==> config.mk <==
export PLATFORM = sky130hd
export DESIGN_NAME = pipeline_hazard_ctrl
export DESIGN_NICKNAME = d
export VERILOG_FILES = /design/src/rtl/pipeline_hazard_ctrl.sv
export SDC_FILE = /design/constraint.sdc
export NUM_CORES = 1
export LEC_CHECK = 0
export CORE_MARGIN = 2
export CORE_UTILIZATION = 44
export CTS_BUF_LIST = sky130_fd_sc_hd__clkbuf_2 sky130_fd_sc_hd__clkbuf_4 sky130_fd_sc_hd__clkbuf_8
export CTS_CLUSTER_DIAMETER = 80
export DETAILED_ROUTE_END_ITERATION = 8
export PLACE_DENSITY = 0.72
export SYNTH_ARGS = -nofsm -noshare
export SYNTH_HDL_FRONTEND = slang
export SYNTH_SLANG_ARGS = --single-unit
export TNS_END_PERCENT = 20
==> constraint.sdc <==
create_clock -name clk -period 5.5 [get_ports clk]
set_clock_uncertainty 0.1 [all_clocks]
set_input_delay 0.55 -clock clk [delete_from_list [all_inputs] [get_ports clk]]
set_output_delay 0.55 -clock clk [all_outputs]
set_load 0.005 [all_outputs]
==> src/rtl/pipeline_hazard_ctrl.sv <==
// Stall/flush sequencer for the 5-stage pipeline: load-use bubbles, branch flushes,
// whole-pipe freeze on data-memory busy, saturating perf counters and a timeout flag.
module pipeline_hazard_ctrl #(
   parameter int unsigned REG_ADDR_W  = 5,
   parameter int unsigned LOAD_STALL  = 1,
   parameter int unsigned MEM_TIMEOUT = 255,
   parameter int unsigned CNT_W       = 16
) (
   input  logic                  clk,
   input  logic                  rst,
   input  logic [REG_ADDR_W-1:0] id_rs1,
   input  logic [REG_ADDR_W-1:0] id_rs2,
   input  logic                  id_uses_rs1,
   input  logic                  id_uses_rs2,
   input  logic                  ex_mem_read,
   input  logic [REG_ADDR_W-1:0] ex_rd,
   input  logic                  branch_taken,
   input  logic                  mem_busy,
   output logic                  pc_write,
   output logic                  if_id_write,
   output logic                  if_id_flush,
   output logic                  id_ex_flush,
   output logic                  ex_mem_write,
   output logic [1:0]            state,
   output logic [CNT_W-1:0]      stall_cycles,
   output logic [CNT_W-1:0]      flush_count,
   output logic                  mem_timeout
);

   localparam int unsigned LU_W   = 4;
   localparam int unsigned WAIT_W = 8;

   typedef enum logic [1:0] {
      RUN      = 2'd0,
      LU_STALL = 2'd1,
      MEM_WAIT = 2'd2
   } state_t;

   state_t              state_q, state_d;
   state_t              ret_state_q, ret_state_d;
   state_t              eff_state;
   logic [LU_W-1:0]     lu_cnt_q, lu_cnt_d;
   logic [WAIT_W-1:0]   wait_cnt_q, wait_cnt_d;
   logic [CNT_W-1:0]    stall_cycles_q, stall_cycles_d;
   logic [CNT_W-1:0]    flush_count_q, flush_count_d;
   logic                mem_timeout_q, mem_timeout_d;
   logic                load_use;

   always_comb begin
      load_use = ex_mem_read && (ex_rd != '0) &&
                 ((id_uses_rs1 && (id_rs1 == ex_rd)) || (id_uses_rs2 && (id_rs2 == ex_rd)));
   end

   // Mealy outputs and next state; MEM_WAIT resumes the saved state in the same cycle busy drops
   always_comb begin
      state_d        = state_q;
      ret_state_d    = ret_state_q;
      lu_cnt_d       = lu_cnt_q;
      wait_cnt_d     = wait_cnt_q;
      stall_cycles_d = stall_cycles_q;
      flush_count_d  = flush_count_q;
      mem_timeout_d  = mem_timeout_q;
      pc_write       = 1'b0;
      if_id_write    = 1'b0;
      if_id_flush    = 1'b0;
      id_ex_flush    = 1'b0;
      ex_mem_write   = 1'b0;
      eff_state      = (state_q == MEM_WAIT) ? ret_state_q : state_q;

      if (rst) begin
         if_id_flush = 1'b1;
         id_ex_flush = 1'b1;
      end else if (mem_busy) begin
         if (state_q != MEM_WAIT) begin
            ret_state_d = state_q;
            state_d     = MEM_WAIT;
         end
         if (wait_cnt_q != '1) wait_cnt_d = wait_cnt_q + WAIT_W'(1);
         if (wait_cnt_d >= WAIT_W'(MEM_TIMEOUT)) mem_timeout_d = 1'b1;
      end else begin
         wait_cnt_d = '0;
         if (branch_taken) begin
            pc_write     = 1'b1;
            if_id_write  = 1'b1;
            if_id_flush  = 1'b1;
            id_ex_flush  = 1'b1;
            ex_mem_write = 1'b1;
            state_d      = RUN;
            lu_cnt_d     = '0;
            if (flush_count_q != '1) flush_count_d = flush_count_q + CNT_W'(1);
         end else if (eff_state == LU_STALL) begin
            id_ex_flush  = 1'b1;
            ex_mem_write = 1'b1;
            state_d      = (lu_cnt_q <= LU_W'(1)) ? RUN : LU_STALL;
            lu_cnt_d     = lu_cnt_q - LU_W'(1);
         end else if (load_use) begin
            id_ex_flush  = 1'b1;
            ex_mem_write = 1'b1;
            if (LOAD_STALL > 1) begin
               state_d  = LU_STALL;
               lu_cnt_d = LU_W'(LOAD_STALL - 1);
            end else begin
               state_d = RUN;
            end
         end else begin
            pc_write     = 1'b1;
            if_id_write  = 1'b1;
            ex_mem_write = 1'b1;
            state_d      = RUN;
         end
      end

      if (!rst && !pc_write && (stall_cycles_q != '1))
         stall_cycles_d = stall_cycles_q + CNT_W'(1);
   end

   always_ff @(posedge clk or posedge rst) begin
      if (rst) begin
         state_q        <= RUN;
         ret_state_q    <= RUN;
         lu_cnt_q       <= '0;
         wait_cnt_q     <= '0;
         stall_cycles_q <= '0;
         flush_count_q  <= '0;
         mem_timeout_q  <= 1'b0;
      end else begin
         state_q        <= state_d;
         ret_state_q    <= ret_state_d;
         lu_cnt_q       <= lu_cnt_d;
         wait_cnt_q     <= wait_cnt_d;
         stall_cycles_q <= stall_cycles_d;
         flush_count_q  <= flush_count_d;
         mem_timeout_q  <= mem_timeout_d;
      end
   end

   assign state        = state_q;
   assign stall_cycles = stall_cycles_q;
   assign flush_count  = flush_count_q;
   assign mem_timeout  = mem_timeout_q;

endmodule

; ---- Yosys cells after proc, flatten, opt, wreduce, memory -nomap -nowiden
; Cells that the tools add are included.
[classes]
addsub = 4
mul = 0
n_div = 0
magnitude_cmp = 2
eq_ne = 9
n_shift = 0
muxes = 27
bitwise = 2
reduce_logical = 16
[ops]
columns = operator, count
row1 = $add A16 B1 Y16 const B, 2
row2 = $mux W8, 4
row3 = $ne A16 B16 Y1 const B, 2
row4 = $mux W1, 18
row5 = $eq A5 B5 Y1, 2
row6 = $reduce_and A3 Y1, 3
row7 = $add A8 B1 Y8 const B, 1
row8 = $ge A8 B8 Y1 const B, 1
row9 = $mux W4, 2
row10 = $ne A8 B8 Y1 const B, 1
row11 = $logic_and A1 B1 Y1, 6
row12 = $mux W2, 3
row13 = $reduce_bool A5 Y1, 1
row14 = $le A4 B1 Y1 const B, 1
row15 = $reduce_and A4 Y1, 1
row16 = $sub A4 B1 Y4 const B, 1
row17 = $eq A2 B1 Y1 const B, 1
row18 = $eq A2 B2 Y1 const B, 1
row19 = $logic_not A1 Y1, 2
row20 = $ne A2 B1 Y1 const B, 1
row21 = $ne A2 B2 Y1 const B, 1
row22 = $not A1 Y1, 2
row23 = $reduce_and A2 Y1, 1
row24 = $reduce_bool A2 Y1, 1
row25 = $logic_or A1 B1 Y1, 1
[word_totals]
regBits = 49
latch_bits = 0
ramBits = 0
romBits = 0
inputBits = 22
output_inout_bits = 40
elab_cells = 67
mem_count = 0

; ---- Logic depth before layout (Yosys ltp)
; Gate-level depths: netlist (run 1).
[logic_depth]
word_depth = 12
ltp_mapped = 8
depth_no_buf = 7

; ---- Worst setup path before layout (run 1)
; No wires, ideal clock.
[synth_timing]
path_kind = input-to-reg
startpoint = in rst
endpoint = reg mem_timeout_q, in the netlist mem_timeout
arrival_time_ps = 2560
required_time_ps = 5280
slack_ps = 2720
stages = 5
path_buffers = 1
path_cell_list = buf_2 > clkinv_1 > nand2_1 > nor3_1 > a31o_2
[synth_between]
elab_chain_len = 2
[synth_lines]
columns = element, line
row1 = from (decl), 10  ; input logic rst,
row2 = $not A1 Y1 (no line), n/a
row3 = $reduce_and A3 Y1 (no line), n/a
row4 = to (signal assigned), 133  ; mem_timeout_q <= mem_timeout_d;
row5 = to (decl), 46  ; logic mem_timeout_q, mem_timeout_d;
; No other way between the ends.
; A chain may end at the register's enable or synchronous reset.

; ---- Worst setup path after layout (run 1)
[layout_timing]
startpoint = in ex_rd[2]
endpoint = out if_id_write
[layout_between]
elab_chain_len = 9
word_cells_on_any_way = 13
classes_between = eq/ne (2) / mux (5) / reduce/logical (6)
[layout_lines]
columns = element, line
row1 = from (decl), 16  ; input logic [REG_ADDR_W-1:0] ex_rd,
row2 = $eq A5 B5 Y1, 51  ; ((id_uses_rs1 && (id_rs1 == ex_rd)) || (id_uses_rs2 && (id_rs2 == ex_rd)));
row3 = $logic_and A1 B1 Y1, 51
row4 = $logic_or A1 B1 Y1, 51
row5 = $logic_and A1 B1 Y1 (*), 50  ; load_use = ex_mem_read && (ex_rd != '0) &&
row6 = $mux W1 (*), 96  ; end else if (load_use) begin
row7 = $mux W1 (*), 91  ; end else if (eff_state == LU_STALL) begin
row8 = $mux W1 (*), 82  ; if (branch_taken) begin
row9 = $mux W1 (*), 73  ; end else if (mem_busy) begin
row10 = $mux W1 (*), 70  ; if (rst) begin
row11 = to (decl), 20  ; output logic if_id_write,
; Every way passes the cells marked *; elsewhere a longest branch is shown, timed or not.

==> results of run 1 <==
==> kinds of logic after synthesis <==
| family | count (synthesis) | share of synthesized area |
|---|---|---|
| AOI/OAI and AO/OA | 48 | 0.117 |
| adders and majority gates | 5 | 0.0232 |
| xor gates and xnor gates | 42 | 0.136 |
| buffers and inverters | 23 | 0.0371 |
| DFF | 49 | 0.454 |
| muxes | 3 | 0.0134 |
| and+or+nand+nor | 112 | 0.219 |
==> cells in the final DEF, fill, tap and decap left out, drive strengths merged, types with 2 or more instances in the layout <==
master,instances
clkdlybuf4s50,61
dfrtp,49
nand2,28
nor2,25
xnor2,22
xor2,20
o21ai,15
inv,14
nor3,14
nand3,13
a21oi,13
nand4,13
nor4,7
ha,5
clkbuf,5
nor3b,3
a31oi,3
o22ai,2
or4,2
o21a,2
a31o,2
or2,2
o31ai,2
clkinvlp,2
and4,2
mux2,2
==> critical path, cell delays in order <==
cell                              delay (ns)
sky130_fd_sc_hd__clkdlybuf4s50_1        0.48
sky130_fd_sc_hd__or4_1                  0.53
sky130_fd_sc_hd__o21a_1                 0.22
sky130_fd_sc_hd__a21oi_1                0.19
sky130_fd_sc_hd__o21a_1                 0.18
sky130_fd_sc_hd__clkdlybuf4s50_1        0.52
==> worst paths after layout <==
| kind | from | to | slack [ns] | cells after the start |
|---|---|---|---|---|
| max in group asynchronous | rst | stall_cycles[14] | 3.80 | 3 |
| min in group asynchronous | rst | ret_state_q[0] | 1.07 | 3 |
| hold / removal | mem_timeout | mem_timeout | 0.38 | 1 |
| hold reg to reg | mem_timeout | mem_timeout | 0.38 | 1 |
| setup reg to reg | stall_cycles[3] | stall_cycles[1] | 3.23 | 5 |
| setup / recovery | ex_rd[2] | if_id_write | 2.18 | 6 |
==> state kept, by name (all words and copies together) (netlist names) <==
signal	cells
flush_count	16
lu_cnt_q	4
mem_timeout	1
ret_state_q	2
stall_cycles	16
state	2
wait_cnt_q	8
==> per-layer routing <==
layer,track usage,share of wire,vias to the layer above
met5,0,0,-
li1,-,-,1107
met4,0.0600,0.012,0
met3,0.0315,0.031,7
met1,0.257,0.46,1099
met2,0.323,0.50,44
==> per-stage QoR <==
| step | utilization | power (mW) | hold slack, ns |
|---|---|---|---|
| CTS | 0.583 | 0.982 | 0.381 |
| detailed placement | 0.567 | 0.755 | 0.359 |
| global route | 0.583 | 1.03 | 0.408 |
| finish | 0.583 | 0.971 | 0.379 |
| floorplan | - | 0.604 | 0.358 |
| global placement | 0.567 | 0.750 | 0.355 |
==> power breakdown <==
group	internal (mW)	switching, mW
registers	0.412	0.0780
clock network	0.0927	0.132
logic	0.155	0.101
==> cell type report <==
type,instances,area (um^2),area share
multi-input combinational,210,1370,0.397
sequential,49,1230,0.355
timing repair buffer,62,618,0.179
tap,75,93.8,0.0272
clock buffer,5,68.8,0.0199
inverter,13,48.8,0.0141
clock inverter,3,26.3,0.00761
==> results.txt, run 1 <==
- The final route contains 2257 vias.
* Top cells by instance count after synthesis: sky130_fd_sc_hd__dfrtp_1 (49), sky130_fd_sc_hd__nand2_1 (28), sky130_fd_sc_hd__nor2_1 (25), sky130_fd_sc_hd__xnor2_1 (22), sky130_fd_sc_hd__xor2_1 (20)
- Counting flops with an async set or reset pin after synthesis yields a share of 1.00.
* Final Hold Fails: 0
- Data arrival time of the worst path: approximately 2.7 ns
* Die extent in y: between 80 and 90 um
- Number of H-tree levels: 2
* Max-cap check violation count: 0
- Vias/cell: ~5.4
- The number of antenna violations at the first check in global routing came to 0.
* Worst path setup slack after routing: around 2.2 ns
- Clock-pin slew was measured on the worst setup and hold paths at roughly 0.10 ns.
* Final non-filler cell area: 3450 um^2
- Remaining antenna violation count after routing: 0
- Setup TNS after final layout: 0 ns
- EDFF count, synth: 0
* Max-slew violation total from the final report: 0
* Buffer depth of the longest clock path: 2
- In this run the tool buffered the top-level ports with between 60 and 70 buffer cells.
- WL per Instance: about 14 um
- Result of the run: finished, final reports clean
* Layout cell share with drive strength beyond 1: 0.0760
- Effective utilization at floorplan: 0.456
- TritonCTS built the clock tree.
- The total area inside the core boundary comes to 5920 um^2.
* Die boundary width: 82.3 um
- Kind of start point of the critical path: primary input
- Yosys warnings: 0
- Peak supply drop: between 0.2 and 0.25 mV
- After global routing the overflow that remains totals 0.
* Per-instance average area after synthesis: around 9.6 um^2
- Across every metal layer, demand over resource in global routing totals 0.194.
- Pre-Repair DR Iteration Count: 5
- Hold_buf cts: 0
- Worst relative slew slack: 0.561
- Placed cell count: roughly 410
* Nets@finish: 368
- Die outline area: approximately 6800 um^2
* P per Cell Area: 281 nW/um^2
- Unrepaired setup endpoints after global routing: no
* Cell area reported after detailed placement: 3360 um^2
- Antenna diode instance count: 0
- Total of cells resized after clock tree synthesis: 0
- For the worst setup path, the data required time is around 4.9 ns.
* Worst Max-Slew Pin Slew: 0.659 ns
- The worst path in the final design needs a cycle of about 3.3 ns, including I/O delays and setup.
* Register bit count reported by yosys: 49
- First-pass GRT wire length: ~10000 um
- Detailed-route wire length: between 5000 and 6000 um
- Num ports: just over 60
- Of the available clock period, the critical path in the final layout requires 0.604.
* Final-report setup violation count: 0
* Gate count of the mapped netlist: 282
* Worst Setup End Kind: output port
- The congestion estimate from routability-driven global placement came to a little over 0.8.
* Cell taking the most area after synthesis: sky130_fd_sc_hd__dfrtp_1
- The path class of the tightest hold or removal check is reg2reg.
- Iter 0 DRT Violations: 127
- In this run the worst path has a maximum fanout of 3.
* Detailed Place HPWL: between 4000 and 5000 um
- After detailed routing, the number of remaining DRC violations is 0.
* Number of CTS-inserted buffers: 5
* Clk root buf: sky130_fd_sc_hd__clkbuf_8
* Cell types with the largest area share after synthesis: sky130_fd_sc_hd__dfrtp_1 (45%), sky130_fd_sc_hd__xnor2_1 (7.1%), sky130_fd_sc_hd__xor2_1 (6.5%)
- OpenSTA, run right after detailed placement, puts the worst setup slack at ~2.2 ns.
* Cell Count, Final, Fillers Out: between 400 and 500
- Most frequent cell after synthesis: sky130_fd_sc_hd__dfrtp_1
* Post-Syn Nets: between 300 and 400
- Of the synthesized area, sequential elements account for 0.454.
- Entering global routing, the biggest net connects 56 pins.
* Fillers: around 520
- At the later pin of the worst-skew pair, clock insertion delay measures approximately 0.30 ns.
- Max Clock Freq: roughly 300 MHz
* Total number of clock tree sinks: 49
- Area Growth Syn to Fin: 28.0%
- The critical path in this run is classified as in2out.
* Number of cell rows: 28
- Among all flip-flop cells after synthesis, the most frequent one is sky130_fd_sc_hd__dfrtp_1.
- After clock tree synthesis, the setup repair step added 0 buffers.
* Top-area cell type share of the netlist area: 0.454
- Post-synth cell types: 48
* Area of the mapped netlist: 2700 um^2
- Number of global-route vias before repair: 2251
- The analysis attributes to cell leakage a power of ~1.4 nW.
Note: power is estimated with default switching activity, not from simulation.
==> inputs of run 2 (changes only) <==
--- a/config.mk
+++ b/config.mk
@@ -10,7 +10,7 @@
 export CTS_BUF_LIST = sky130_fd_sc_hd__clkbuf_2 sky130_fd_sc_hd__clkbuf_4 sky130_fd_sc_hd__clkbuf_8
 export CTS_CLUSTER_DIAMETER = 80
 export DETAILED_ROUTE_END_ITERATION = 8
-export PLACE_DENSITY = 0.72
+export PLACE_DENSITY = 0.74
 export SYNTH_ARGS = -nofsm -noshare
 export SYNTH_HDL_FRONTEND = slang
 export SYNTH_SLANG_ARGS = --single-unit
==> constraint.sdc (replaced) <==
create_clock -name clk -period 2.9 [get_ports clk]
set_clock_uncertainty 0.1 [all_clocks]
set_input_delay 0.29 -clock clk [delete_from_list [all_inputs] [get_ports clk]]
set_output_delay 0.29 -clock clk [all_outputs]
set_load 0.005 [all_outputs]
==> results.txt, run 2 (synthesis gave the netlist of run 1 again) <==
- Area of the core region: between 5000 and 6000 um^2
- From left edge to right edge, the die measures 82.3 um.
- Across all layers, the routed design uses around 2300 vias.
* Number of CTS-inserted buffers: 5
- Met2 track demand over resource: 0.319
* Pre-Repair DR Iteration Count: 4
- Global route total overflow: 0
* Leakage power figure: around 1.4 nW
- Worst relative slew slack: 0.634
- Pin count of the biggest net entering global routing: 29
- After global routing, the most crowded layer is met2.
- Endpoint required time on the critical path: 2.51 ns
* Antenna diode instance count: 0
- For this run, the top clock speed supported by timing is between 300 and 400 MHz.
- Setup violations remaining at the end of the flow were counted as 0.
* Most frequent standard cell in the layout excluding fill and tap cells: sky130_fd_sc_hd__clkdlybuf4s50_1
* Iter 0 DRT Violations: 51
- Detailed placement finished with a half-perimeter wire length of about 4600 um.
- The run finished with clean final reports.
- The final count of hold timing violations was 0.
- Path type of the worst min-delay path: in2async
- Clock period minus final worst setup slack: between 2 and 3 ns
* Total number of clock tree sinks: 49
- Number of cell rows: 28
* Detailed-route wire length: slightly above 6000 um
- Area Growth Syn to Fin: 29.9%
* Clk root buf: sky130_fd_sc_hd__clkbuf_8
- The worst-case IR drop observed on VDD is 0.505 mV.
- Unrepaired setup endpoints after global routing: no
- The critical path is of the in2out type.
* First-pass GRT wire length: between 10000 and 15000 um
- Kind of start point of the critical path: primary input
* PortBufs: between 60 and 70
- Setup TNS after final layout: 0 ns
- Crit share post-route: 0.956
- Routability Congestion: 0.819
- STA classifies the critical path endpoint as an output port.
* Global-route track usage on met3: 0.0413
* Die extent in y: a little over 80 um
- Max-slew violation total from the final report: 0
- The die covers between 6000 and 7000 um^2.
- Effective utilization at floorplan: 0.456
- Met1 layer usage reported by global route: 0.248
- Top library cells by usage in the layout, fill and taps aside: sky130_fd_sc_hd__clkdlybuf4s50_1 (61), sky130_fd_sc_hd__dfrtp_1 (49), sky130_fd_sc_hd__nand2_1 (28)
* Layout cell share with drive strength beyond 1: 0.0948
* Number of H-tree levels: 2
- For this design the top-level I/O count stands at 62.
- Timing analysis after detailed placement gives a worst setup slack of roughly 0.077 ns.
* GRT Overall Usage: 0.190
* Clock latency at the later pin of the worst-skew pair: about 0.30 ns
- Across all setup checks in the final design, the least slack found is between 0.1 and 0.15 ns.
- At the end of the flow, the number of nets in the layout was roughly 370.
* Data arrival time of the worst path: 2.38 ns
- TritonCTS built the clock tree.
- Initial antenna violation count: 0
- Clock input transition at the sequential cells of the worst setup and hold paths: roughly 0.090 ns
- Of all nets on the critical path, the largest fanout is 3.
- Number of global-route vias before repair: 2228
* P per Cell Area: between 500 and 600 nW/um^2
* Max-cap check violation count: 0
- Buffer depth of the longest clock path: 2
- In the routed design, unresolved DRC markers number 0.
- Using the TritonRoute via totals, the vias-per-cell ratio works out to 5.37.
- Worst Max-Slew Pin Slew: around 0.55 ns
- Once detail routing completed, the nets flagged for antenna violations numbered 0.
- WL per Instance: about 14 um
## run 2: changes by cell type in the layout (fill, tap and decap cells not counted), sizes merged
cell      change
inv           -1
clkinvlp      -2
clkbuf        +1
buf           +6
clkinv        +2
## run 2: power by group
part | internal, mW | switching, mW
registers | 0.782 | 0.153
logic | 0.299 | 0.195
clock network | 0.194 | 0.230
## run 2: final timing paths
check / endpoint / startpoint / slack (ns) / depth (start not counted)
min in group clk: mem_timeout / mem_timeout / 0.39 / 1
hold / removal: mem_timeout / rst / 0.31 / 3
max in group asynchronous: stall_cycles[11] / rst / 1.82 / 4
setup / recovery: pc_write / ex_rd[1] / 0.13 / 6
setup reg to reg: stall_cycles[1] / stall_cycles[4] / 0.61 / 5
hold reg to reg: mem_timeout / mem_timeout / 0.39 / 1
## run 2: per-layer routing
metal	wire length [um]	up-vias
met5	0	-
met1	2740	1110
met4	75	0
li1	-	1116
met3	168	10
met2	3070	36
## run 2: final cells by class
| type | count | area, um^2 |
|---|---|---|
| inverter | 13 | 48.8 |
| multi-input combinational | 210 | 1380 |
| clock inverter | 2 | 13.8 |
| fill | 518 | 2420 |
| timing repair buffer | 68 | 663 |
| tap | 75 | 93.8 |
| sequential | 49 | 1230 |
| clock buffer | 6 | 82.6 |
## run 2: metrics by stage
step | total power, mW | util | hold WS, ns | std cells | area, um^2
after floorplan | 1.15 | - | 0.358 | 282 | 2700
after global placement | 1.42 | 0.575 | 0.362 | 415 | 3400
after detailed placement | 1.44 | 0.575 | 0.379 | 415 | 3400
after CTS | 1.87 | 0.591 | 0.308 | 423 | 3500
after global routing | 1.96 | 0.592 | 0.318 | 423 | 3500
final | 1.85 | 0.592 | 0.312 | 423 | 3500
## run 2: critical path, cell delays in order
cell and delay, ns:
sky130_fd_sc_hd__clkdlybuf4s50_1 0.47, sky130_fd_sc_hd__or4_1 0.55, sky130_fd_sc_hd__o21a_1 0.23, sky130_fd_sc_hd__a21oi_2 0.17, sky130_fd_sc_hd__o21a_1 0.15, sky130_fd_sc_hd__clkdlybuf4s50_1 0.52
## run 2: timing repair
item	4_1_cts	5_1_grt
gates resized for setup	0	1
hold buffers	0	0
setup buffers	0	0
hold endpoints to repair	0	0
setup endpoints to repair	0	2
